==> config.mk <==
export PLATFORM = sky130hd
export DESIGN_NAME = serial_sub
export DESIGN_NICKNAME = d
export VERILOG_FILES = /design/src/rtl/serial_sub.sv
export SDC_FILE = /design/constraint.sdc
export NUM_CORES = 1
export LEC_CHECK = 0
export ABC_AREA = 1
export BUFFER_PORTS_ARGS = -buffer_cell sky130_fd_sc_hd__buf_4
export CORE_MARGIN = 8
export CORE_UTILIZATION = 50
export CTS_CLUSTER_SIZE = 8
export DETAILED_ROUTE_END_ITERATION = 12
export GPL_ROUTABILITY_DRIVEN = 0
export PLACE_DENSITY = 0.75
export SLEW_MARGIN = 20
export SYNTH_ARGS = -nofsm -noshare
export SYNTH_HDL_FRONTEND = slang
export SYNTH_SLANG_ARGS = --single-unit
==> constraint.sdc <==
create_clock -name clk -period 1.36 [get_ports clk]
set_clock_uncertainty 0.05 [all_clocks]
set_input_delay 0.408 -clock clk [delete_from_list [all_inputs] [get_ports clk]]
set_output_delay 0.408 -clock clk [all_outputs]
set_load 0.02 [all_outputs]
==> src/rtl/serial_sub.sv <==
// serial_sub: bit-serial subtractor (a - b - bin), LSB first, with a start/done handshake.
// Define SERIAL_SUB_OVF_EN to add the signed-overflow output ovf.
module serial_sub #(
  parameter int WIDTH = 8
) (
  input  logic             clk,
  input  logic             rst,
  input  logic             start,
  input  logic [WIDTH-1:0] a,
  input  logic [WIDTH-1:0] b,
  input  logic             bin,
  output logic             busy,
  output logic             done,
  output logic [WIDTH-1:0] diff,
  output logic             bout
`ifdef SERIAL_SUB_OVF_EN
  ,
  output logic             ovf
`endif
);
  localparam int CW = $clog2(WIDTH);
  typedef enum logic [1:0] {S_IDLE, S_RUN, S_DONE} state_t;
  state_t           r_state, w_nxt;
  logic [WIDTH-1:0] r_a, r_b, r_p, r_diff;
  logic [CW-1:0]    r_cnt;
  logic             r_br, r_bout;
  logic             w_accept, w_run, w_last, w_d, w_br;
  always_ff @(posedge clk or posedge rst)
    if (rst) r_state <= S_IDLE;
    else     r_state <= w_nxt;
  always_comb begin
    w_accept = start && (r_state != S_RUN);
    w_run    = (r_state == S_RUN);
    w_last   = w_run && (r_cnt == CW'(WIDTH-1));
    w_nxt    = w_accept ? S_RUN : w_last ? S_DONE : (r_state == S_DONE) ? S_IDLE : r_state;
  end
  // single full-subtractor cell; bit 0 of the operand shift regs is the current bit
  assign w_d  = r_a[0] ^ r_b[0] ^ r_br;
  assign w_br = (~r_a[0] & r_b[0]) | (~r_a[0] & r_br) | (r_b[0] & r_br);
  always_ff @(posedge clk or posedge rst)
    if (rst) begin
      r_a    <= '0;
      r_b    <= '0;
      r_p    <= '0;
      r_br   <= 1'b0;
      r_cnt  <= '0;
      r_diff <= '0;
      r_bout <= 1'b0;
    end else if (w_accept) begin
      r_a   <= a;
      r_b   <= b;
      r_br  <= bin;
      r_cnt <= '0;
    end else if (w_run) begin
      r_a   <= r_a >> 1;
      r_b   <= r_b >> 1;
      r_br  <= w_br;
      r_p   <= {w_d, r_p[WIDTH-1:1]};
      r_cnt <= r_cnt + 1'b1;
      if (w_last) begin
        r_diff <= {w_d, r_p[WIDTH-1:1]};
        r_bout <= w_br;
      end
    end
`ifdef SERIAL_SUB_OVF_EN
  // operand MSBs are kept aside because the operand regs are shifted away
  logic r_am, r_bm, r_ovf;
  always_ff @(posedge clk or posedge rst)
    if (rst) begin
      r_am  <= 1'b0;
      r_bm  <= 1'b0;
      r_ovf <= 1'b0;
    end else if (w_accept) begin
      r_am <= a[WIDTH-1];
      r_bm <= b[WIDTH-1];
    end else if (w_last) begin
      r_ovf <= (r_am != r_bm) && (w_d != r_am);
    end
  assign ovf = r_ovf;
`endif
  assign busy = (r_state == S_RUN);
  assign done = (r_state == S_DONE);
  assign diff = r_diff;
  assign bout = r_bout;
endmodule
Word level (Yosys, flattened, before mapping)
Cells that the tools add are included.

word-level totals
  bits of input ports = 20
  output and inout port bits = 11
  register bits after elaboration = 39

operators by class
  equality and inequality tests = 4
  mux-type cells = 11
  bitwise gates (word level) = 9
  reduce and logical (&&, ||, !) cells = 6
  $add $sub $neg = 1

operators by type and width
  kind                 count
  $mux 8               4
  $mux 2               3
  $mux 3               2
  $add 3x1->3 const B  1
  $and 1x1->1          3
  $eq 3x3->1 const B   1
  $reduce_and 3->1     1
  $reduce_bool 3->1    1
  $eq 2x1->1 const B   1
  $eq 2x2->1 const B   1
  $logic_and 1x1->1    2
  $mux 1               2
  $ne 2x1->1 const B   1
  $not 1->1            2
  $or 1x1->1           2
  $reduce_and 2->1     1
  $reduce_bool 2->1    1
  $xor 1x1->1          2

Longest topological paths before layout
Gate-level depths: netlist (run 1).

  depth in word-level cells = 6
  mapped depth = 6
  gate-level depth less buffers = 6

Worst setup path after synthesis (run 1)
No wires, ideal clock.

  path type = register -> register
  from = register r_a[0]
  to = register r_diff[7] (netlist: diff[7])
  stages on the path, launching flop included = 6
  arrival time = 1.086 ns
  path slack = 0.107 ns
  cells stage by stage = dfrtp_1 > inv_1 > fa_1 > inv_1 > nand2_1 > nand2_1

between the ends
  word-level cells in the longest chain between the ends = 2

ends and longest elaborated chain
  item                      line  source
  from (decl)               24    logic [WIDTH-1:0] r_a, r_b, r_p, r_diff;
  from (signal assigned)    55    r_a <= r_a >> 1;
  $xor 1x1->1 (2 in a row)  38    assign w_d = r_a[0] ^ r_b[0] ^ r_br;
  to (signal assigned)      61    r_diff <= {w_d, r_p[WIDTH-1:1]};
  to (decl)                 24

No other way between the ends.
A chain may end at the register's enable or synchronous reset.

Final worst setup path (run 1)
  from = register r_state[0]
  to = output busy

between the ends
  word-level cells in the longest chain between the ends = 1

ends and longest elaborated chain
  item                    line  source
  from (decl)             23    state_t r_state, w_nxt;
  from (signal assigned)  30    else r_state <= w_nxt;
  $eq 2x1->1              81    assign busy = (r_state == S_RUN);
  to (decl)               12    output logic busy,

No other way between the ends.

==> results of run 1 <==
[cell usage in the layout, fill, tap and decap left out]
cell type | netlist | final
sky130_fd_sc_hd__clkbuf_8 | 0 | 5
sky130_fd_sc_hd__nand3_2 | 36 | 36
sky130_fd_sc_hd__inv_2 | 3 | 4
sky130_fd_sc_hd__fa_1 | 1 | 1
sky130_fd_sc_hd__buf_4 | 2 | 35
sky130_fd_sc_hd__nand3_1 | 17 | 17
sky130_fd_sc_hd__clkbuf_16 | 0 | 2
sky130_fd_sc_hd__o21ai_2 | 3 | 3
sky130_fd_sc_hd__o21ai_1 | 2 | 2
sky130_fd_sc_hd__buf_6 | 3 | 3
sky130_fd_sc_hd__nand2_4 | 0 | 2
sky130_fd_sc_hd__buf_12 | 4 | 3
sky130_fd_sc_hd__ha_1 | 2 | 2
sky130_fd_sc_hd__inv_1 | 5 | 5
sky130_fd_sc_hd__clkbuf_1 | 0 | 2
sky130_fd_sc_hd__nand2_1 | 64 | 64
sky130_fd_sc_hd__nor2_4 | 1 | 1
sky130_fd_sc_hd__nor2_8 | 1 | 1
sky130_fd_sc_hd__dfrtp_1 | 38 | 38
sky130_fd_sc_hd__nor2_2 | 0 | 1
[synth_stat cells]
cell                       instances  share of area, %
sky130_fd_sc_hd__o21ai_2           3               1.4
sky130_fd_sc_hd__nor2_4            1              0.58
sky130_fd_sc_hd__nor2_8            1               1.0
sky130_fd_sc_hd__nor2_1            1              0.19
sky130_fd_sc_hd__nand3_1          17               4.4
sky130_fd_sc_hd__buf_4             2              0.77
sky130_fd_sc_hd__inv_1             5              0.97
sky130_fd_sc_hd__clkinv_1          1              0.19
sky130_fd_sc_hd__ha_1              2               1.3
sky130_fd_sc_hd__inv_2             3              0.58
sky130_fd_sc_hd__buf_12            4               4.1
sky130_fd_sc_hd__nand3_2          36                19
sky130_fd_sc_hd__dfrtp_1          38                49
sky130_fd_sc_hd__buf_6             3               1.7
sky130_fd_sc_hd__o21ai_1           2              0.52
sky130_fd_sc_hd__nand2_1          64                12
sky130_fd_sc_hd__nand2_2           2              0.64
sky130_fd_sc_hd__buf_2             3              0.77
sky130_fd_sc_hd__fa_1              1               1.0
[routing by layer]
| layer | GRT usage, % | part of all wire [%] | up-vias |
|---|---|---|---|
| met3 | 4.67 | 5.1 | 7 |
| li1 | - | - | 688 |
| met2 | 18.9 | 48 | 33 |
| met4 | 5.56 | 1.8 | 0 |
| met1 | 15.4 | 45 | 647 |
| met5 | 0 | 0 | - |
[flip-flops by register name, summed over array words and instances (netlist names)]
name	cells
bout	1
diff	8
r_a	8
r_b	8
r_br	1
r_cnt	3
r_p	7
r_state	2
[repair_timing]
action / CTS / global route
resized for setup: 1 / 6
pin swaps: 1 / 1
setup buffers: 3 / 3
gates cloned: 0 / 2
endpoints found under the setup margin: 2 / 13
[metrics by stage]
step	TNS [ns]	instances	util [%]	area (um2)	hold slack, ns
finish	-0.196	275	63.8	2350	0.116
global route	-0.329	275	63.8	2350	0.144
detailed placement	0	260	58.5	2160	0.417
global placement	0	260	58.5	2160	0.409
floorplan	0	189	-	1940	0.392
CTS	-0.185	270	61.3	2260	0.126
[critical path, delay by kind of cell, from the launching register on]
family,cells,cell delay [ns]
buffers and inverters,2,0.19
AND/OR/NAND/NOR,1,0.10
flip-flops,1,0.43
[power breakdown]
group,switching (uW),total (uW),internal (uW)
Clock,361,713,353
Combinational,1730,3140,1410
Sequential,339,1980,1640
[final cells by class]
class / count / area [um2]
repair buffers: 43 / 407
inverters: 9 / 33.8
flip-flops and latches: 38 / 951
fillers: 326 / 1330
well taps: 48 / 60.1
clock buffers: 7 / 76.3
multi-input cells: 130 / 827
[worst max path at each step]
stage	from	end	slack, ns	cells past startpoint
floorplan	rst	bout$_DFFE_PP0P_	0.04	1
global placement	r_a[0]$_DFFE_PP0P_	diff[7]$_DFFE_PP0P_	0.08	5
detailed placement	r_a[0]$_DFFE_PP0P_	diff[7]$_DFFE_PP0P_	0.06	5
CTS	r_state[0]$_DFFE_PP0P_	busy	-0.09	3
global route	r_state[0]$_DFFE_PP0P_	busy	-0.14	3
finish	r_state[0]$_DFFE_PP0P_	busy	-0.10	3
[cell families (layout without fill, tap and decap cells)]
kind of cell	count (synthesis)	count (layout)	synth area share (%)
and+or+nand+nor	122	122	37.7
DFF	38	38	48.9
buffers and inverters	21	59	9.14
AOI/OAI and AO/OA	5	5	1.87
adders and majority gates	3	3	2.32
==> impl.org, run 1 <==
** Outcome
- Result of the run :: finished, violations left
- The checks that failed: negative setup slack.

** Timing
- Setup ws final :: -0.101 ns
- Worst Tran Pin Value :: about 0.26 ns
- Setup repair after global routing could not meet its margin everywhere.
- Setup violations remaining at the end of the flow were counted as 2.
- The number of pins with negative max-slew slack in the final report came to 0.
- The worst pin sits at a relative slew slack of 82.5%.
- The worst path in the final design needs a cycle of between 1 and 1.5 ns, including I/O delays and setup.
- The final critical path takes up 107% of the cycle.
- Derived from the worst setup path, the maximum achievable clock frequency is 684 MHz.
- Final number of hold-violating endpoints :: 0

** Finish
- Post-synthesis to final-layout area growth :: 21.2%
- The repair_antennas step left the layout with diodes totalling 0.
- For this run, the post-layout net count is 250.
- Of the cells placed in the final design, the portion with a size suffix greater than 1 is a little over two fifths.

** Detailed routing
- For this run, the detailed router's first-pass iteration total came to 4.
- Once detail routing completed, the nets flagged for antenna violations numbered 0.
- Detailed Route Iter0 Violations :: 93
- For this run, design rule violations remaining after detail routing come to 0.
- For this block, the via count after detailed routing is 1375.
- After detailed routing, the number of vias per cell comes to 5.00.
- Average wire length per cell after detail routing :: 13.9 um
- WL final :: 3.82 mm

** Clock network
- In this run, CTS created clock tree buffers numbering 5.
- The longest clock path from root to sink contains 2 buffers.
- Num Clock Sinks :: 38
- In this run, post-CTS hold repair placed 0 buffers.
- Clock-pin slew was measured on the worst setup and hold paths at approximately 0.070 ns.
- Buffer type at the clock tree root :: sky130_fd_sc_hd__clkbuf_8
- The H-tree was split into 2 levels.
- The clock reaches the later pin of the worst-skew pair after about 0.28 ns.
- Clock tree from TritonCTS :: yes

** Global route
- Global routing finished with a remaining overflow of 0.
- The number of antenna violations at the first check in global routing was 0.
- In the global route stage, overall resource usage came out at ~12%.
- Number of global-route vias before repair :: 1372
- The first global-routing pass estimated about 6.2 mm of wire.
- Entering global routing, the biggest net connects 40 pins.

** Worst setup path
- Largest stage delay, worst path :: about 0.43 ns
- Master of the slowest instance on the critical path :: sky130_fd_sc_hd__dfrtp_1
- The signal on the critical path passes through inv_2 -> nor2_4 -> buf_6.
- Data required, critical path :: 0.90 ns
- Data arrives at the worst endpoint at 1.00 ns.
- The endpoint identified for the worst register-to-register timing path is r_b[0]$_DFFE_PP0P_.
- Critical path fanouts, max :: 4
- In this run the critical register-to-register path is launched from r_state[0]$_DFFE_PP0P_.
- Capturing element type of the critical path :: output pin
- Register-to-register path setup slack :: 0.04 ns
- The worst setup path is of the reg2out kind.
- The worst register-to-register path has a depth of 6.
- Category of the worst setup path launch point :: flop

** Floorplan
- The die covers 0.00614 mm2.
- After floorplanning, the core was divided into 22 placement rows.
- Measured along the y axis, the die boundary spans a little under 80 um.
- Measured along the x axis, the die boundary spans 78.3 um.
- For this configuration, the core starts out at a cell density of 52.7%.
- After floorplanning, the core was sized to cover 0.00369 mm2.
- Number of primary I/O pins :: 31

** Synth
- The share of the Yosys chip area taken by registers is 48.9%.
- Combined area of all synthesized cells :: 0.00194 mm2
- Synthesis produced 189 cells.
- Synthesized area per cell :: ~10 um2
- After synthesis, the netlist uses 19 different library cells.
- Number of flip-flops and latches in the synthesized netlist :: 38
- For this run, the number of Yosys warnings is 0.
- When the netlist entered floorplanning its net count stood at 212.

** Power and ir drop
- The analysis attributes to cell leakage a power of 0.00122 uW.
- For this design the ratio of total power to cell area is 2480 mW/mm2.
- Total chip power :: 5830 uW
- Across the VDD grid, the largest voltage drop is 0.00115 V.

** Placement
- Buffers placed on the I/O ports in this run total 30.
- At the placement stage, the worst setup path has a slack of ~0.060 ns.
- Placed wire-length estimate after detailed placement :: 2.32 mm

** Run
- Number of max-cap violations :: 0

** Hold path
- In this run the worst hold path is classified as in2async.
Note: power is estimated with default switching activity, not from simulation.
==> inputs of run 2 (changes only) <==
--- a/config.mk
+++ b/config.mk
@@ -10,4 +10,5 @@
 export CORE_MARGIN = 8
 export CORE_UTILIZATION = 50
+export CTS_BUF_LIST = sky130_fd_sc_hd__clkbuf_4 sky130_fd_sc_hd__clkbuf_8
 export CTS_CLUSTER_SIZE = 8
 export DETAILED_ROUTE_END_ITERATION = 12
--- a/constraint.sdc
+++ b/constraint.sdc
@@ -3,3 +3,3 @@
 set_input_delay 0.408 -clock clk [delete_from_list [all_inputs] [get_ports clk]]
 set_output_delay 0.408 -clock clk [all_outputs]
-set_load 0.02 [all_outputs]
+set_load 0.1 [all_outputs]
==> run 2 against run 1 <==
  * The flow still finishes with violations (negative setup slack)
  * Critical path type unchanged
  * Final cell count rose by 1.1%
  * Worst hold slack got worse by 0.0054 ns
  * Sequential power grew 3%
  * Combinational power grew 37%
  * Via count increased by 1.5%
  * Non-clock buffer count increased by 1
  * Routed wire length is 0.42% lower
==> impl.org, run 2 (synthesized netlist as in run 1, its figures left out) <==
** Power and ir drop
- Net switching is 47.4% of the power.
- Registers are responsible for between 20 and 30% of the overall power.
- Clock Power Share :: 11.6%
- Proportion of power drawn by combinational gates :: 60.0%
- Across the VDD grid, the largest voltage drop is 0.00144 V.
- Switching pwr :: 3380 uW
- Cell internal power was estimated by the tool at approximately 3800 uW.
- Cell Pwr Density :: approximately 2800 mW/mm2
- For this design the static power due to leakage is 0.00128 uW.

** Worst setup path
- The worst register-to-register path begins at r_state[0]$_DFFE_PP0P_.
- Data on the critical path arrives at its endpoint at 1.07 ns.
- Number of cells on the worst reg-to-reg path :: 6
- Critical path buffer and inverter count :: 2
- Counting buffers and inverters, the worst setup path is 3 cells deep.
- Critical path fanouts, max :: 3
- Data on the critical path is required at its endpoint by 0.90 ns.
- The worst setup path is captured at an output pin.
- Series of cell instances along the critical path :: inv_2 -> nor2_4 -> buf_12
- The worst setup path is launched from a flop.
- Kind of cell adding the most delay to the critical path :: flip-flops
- On the worst path, the slowest cell contributes a delay of 0.42 ns.
- The critical path starts at r_state[0]$_DFFE_PP0P_.
- Worst setup path category :: reg2out
- For this design, the slowest cell found on the critical path is sky130_fd_sc_hd__dfrtp_1.

** Clock network
- Clock tree from TritonCTS :: yes
- For this design, the CTS-stage hold fixing added 0 buffers.
- In this run the number of H-tree levels came out at 2.
- The later pin in the worst-skew pair is clocked with a latency of 0.30 ns.
- For this design, the sink count on the clock tree is 38.
- The number of clock buffers added by TritonCTS is 5.
- Worst-case clock buffer depth :: 2
- CTS placed an instance of sky130_fd_sc_hd__clkbuf_8 at the clock tree root.
- Clock transition time at the flip-flop clock pins of the worst setup and hold paths :: 0.07 ns

** Timing
- Based on the critical path, the design can be clocked at up to between 600 and 700 MHz.
- The number of pins with negative max-slew slack in the final report came to 0.
- Headroom to the max-slew limit :: 83.3%
- Final number of hold-violating endpoints :: 0
- RSZ-0062 raised after global routing :: true
- For the pin with the worst max-slew slack, the measured transition is 0.251 ns.
- After layout, the worst setup slack is -0.170 ns.
- Subtracting the final worst setup slack from the clock period gives ~1.5 ns.
- Setup violations remaining at the end of the flow were counted as 3.
- Final hold analysis gives a worst-case slack of 0.111 ns.
- After layout, the worst path uses 113% of the clock period.

** Run
- Max-cap violations in this run came to 0.

** Finish
- Layout Nets :: 252
- Leaving out fill and tap cells, the most frequent cell in the layout is sky130_fd_sc_hd__nand2_1.
- The library cells used most frequently in the layout, excluding fill and tap cells, are sky130_fd_sc_hd__nand2_1 (62), sky130_fd_sc_hd__dfrtp_1 (38), sky130_fd_sc_hd__nand3_2 (36).
- The area growth from synthesis to layout is 29.4%.
- Share of post-route cells with drive strength above 1 :: 44.8%
- After filler insertion, the fill cell instance count of the layout stands at roughly 300.
- The number of antenna diodes in the final layout is 0.

** Floorplan
- Cell row count :: 22
- The initial utilization of the core area, before any placement, comes to 52.7%.
- Number of primary I/O pins :: 31
- The die covers 0.00614 mm2.
- The core region is 0.00369 mm2.
- Vertical die dimension :: a little under 80 um
- The floorplan step set the die width to 78.3 um.

** Hold path
- The worst hold path belongs to the class in2async.

** Detailed routing
- In this run the remaining antenna-violating nets after routing total 0.
- In the routed design, unresolved DRC markers number 0.
- For this block, the via count after detailed routing is 1395.
- WL final :: about 3.8 mm
- Using the TritonRoute via totals, the vias-per-cell ratio works out to 5.02.
- For this block, the initial DRC count from the detailed router was 84.
- Detailed-routing iteration count for the pre-antenna-repair pass :: 4
- In the final routed layout, each cell accounts on average for 13.7 um.

** Placement
- Buffers placed on the I/O ports in this run total 30.
- The HPWL after detailed placement is 2.39 mm.
- Before CTS, the worst setup slack after placement is 0.0578 ns.

** Outcome
- Failing checks :: negative setup slack
- The run finished, with violations left.

** Global route
- In the global route stage, overall resource usage came out at 12.6%.
- Initial antenna violation count :: 0
- The first global-routing pass estimated between 6 and 7 mm of wire.
- Number of global-route vias before repair :: 1371
- After global routing the overflow that remains totals 0.
- Entering global routing, the biggest net connects 39 pins.
==> run 2: changes by cell type in the layout (fill, tap and decap cells not counted), sizes merged <==
cell,previous run,this run
buf,41,43
clkbuf,9,8
clkinv,0,1
nor2,3,4
==> run 2: power groups by stage <==
stage	Sequential [uW]	Combinational [uW]	Clock (uW)
floorplan	2720	2450	0
global placement	1970	3500	0
detailed placement	1990	3560	0
CTS	2010	3810	841
global route	2100	4630	881
finish	2030	4290	829
==> run 2: cell type report <==
| cell class | count | area (um2) | share of cell area, % |
|---|---|---|---|
| clock inverter | 1 | 5.00 | 0.199 |
| sequential | 38 | 951 | 37.8 |
| timing repair buffer | 44 | 526 | 20.9 |
| tap | 48 | 60.1 | 2.39 |
| clock buffer | 7 | 90.1 | 3.58 |
| inverter | 9 | 33.8 | 1.34 |
| multi-input combinational | 131 | 848 | 33.7 |
==> run 2: through the flow <==
stage	instances	instance area [um2]	util, %	setup TNS [ns]	power (uW)
final	278	2510	68.1	-0.343	7150
after CTS	271	2370	64.2	-0.351	6660
after global placement	262	2180	59.2	0	5470
after floorplan	189	1950	-	-0.0577	5180
after global routing	278	2510	68.1	-0.690	7610
after detailed placement	262	2180	59.2	0	5550
==> run 2: worst register-to-register path, cell delays in order, from the launching register on <==
cell                      delay [ns]
sky130_fd_sc_hd__dfrtp_1        0.42
sky130_fd_sc_hd__inv_2          0.06
sky130_fd_sc_hd__nor2_4         0.11
sky130_fd_sc_hd__buf_4          0.21
sky130_fd_sc_hd__buf_4          0.22
sky130_fd_sc_hd__nand2_1        0.10
sky130_fd_sc_hd__nand3_2        0.08
==> run 2: final timing paths <==
path | to | slack (ns)
worst max-delay path | busy | -0.17
worst min-delay path | diff[0]$_DFFE_PP0P_ | 0.11
worst max register to register | r_b[5]$_DFFE_PP0P_ | 0.05
worst min register to register | r_a[5]$_DFFE_PP0P_ | 0.45
max in group asynchronous | r_b[7]$_DFFE_PP0P_ | 0.96
min in group clk | r_a[3]$_DFFE_PP0P_ | 0.29
==> run 2: layer usage <==
metal | track usage (%) | routed length (um) | vias up
li1 | - | - | 690
met1 | 14.1 | 1700 | 674
met2 | 20.9 | 1890 | 26
met3 | 4.90 | 159 | 5
met4 | 5.00 | 58 | 0
met5 | 0 | 0 | -
==> run 2: repair_timing <==
action / in CTS / in global routing
endpoints found under the setup margin: 11 / 25
cloned: 0 / 2
pin swaps: 0 / 5
hold endpoints to repair: 0 / 0
setup buffers: 1 / 6
resized for setup: 21 / 18
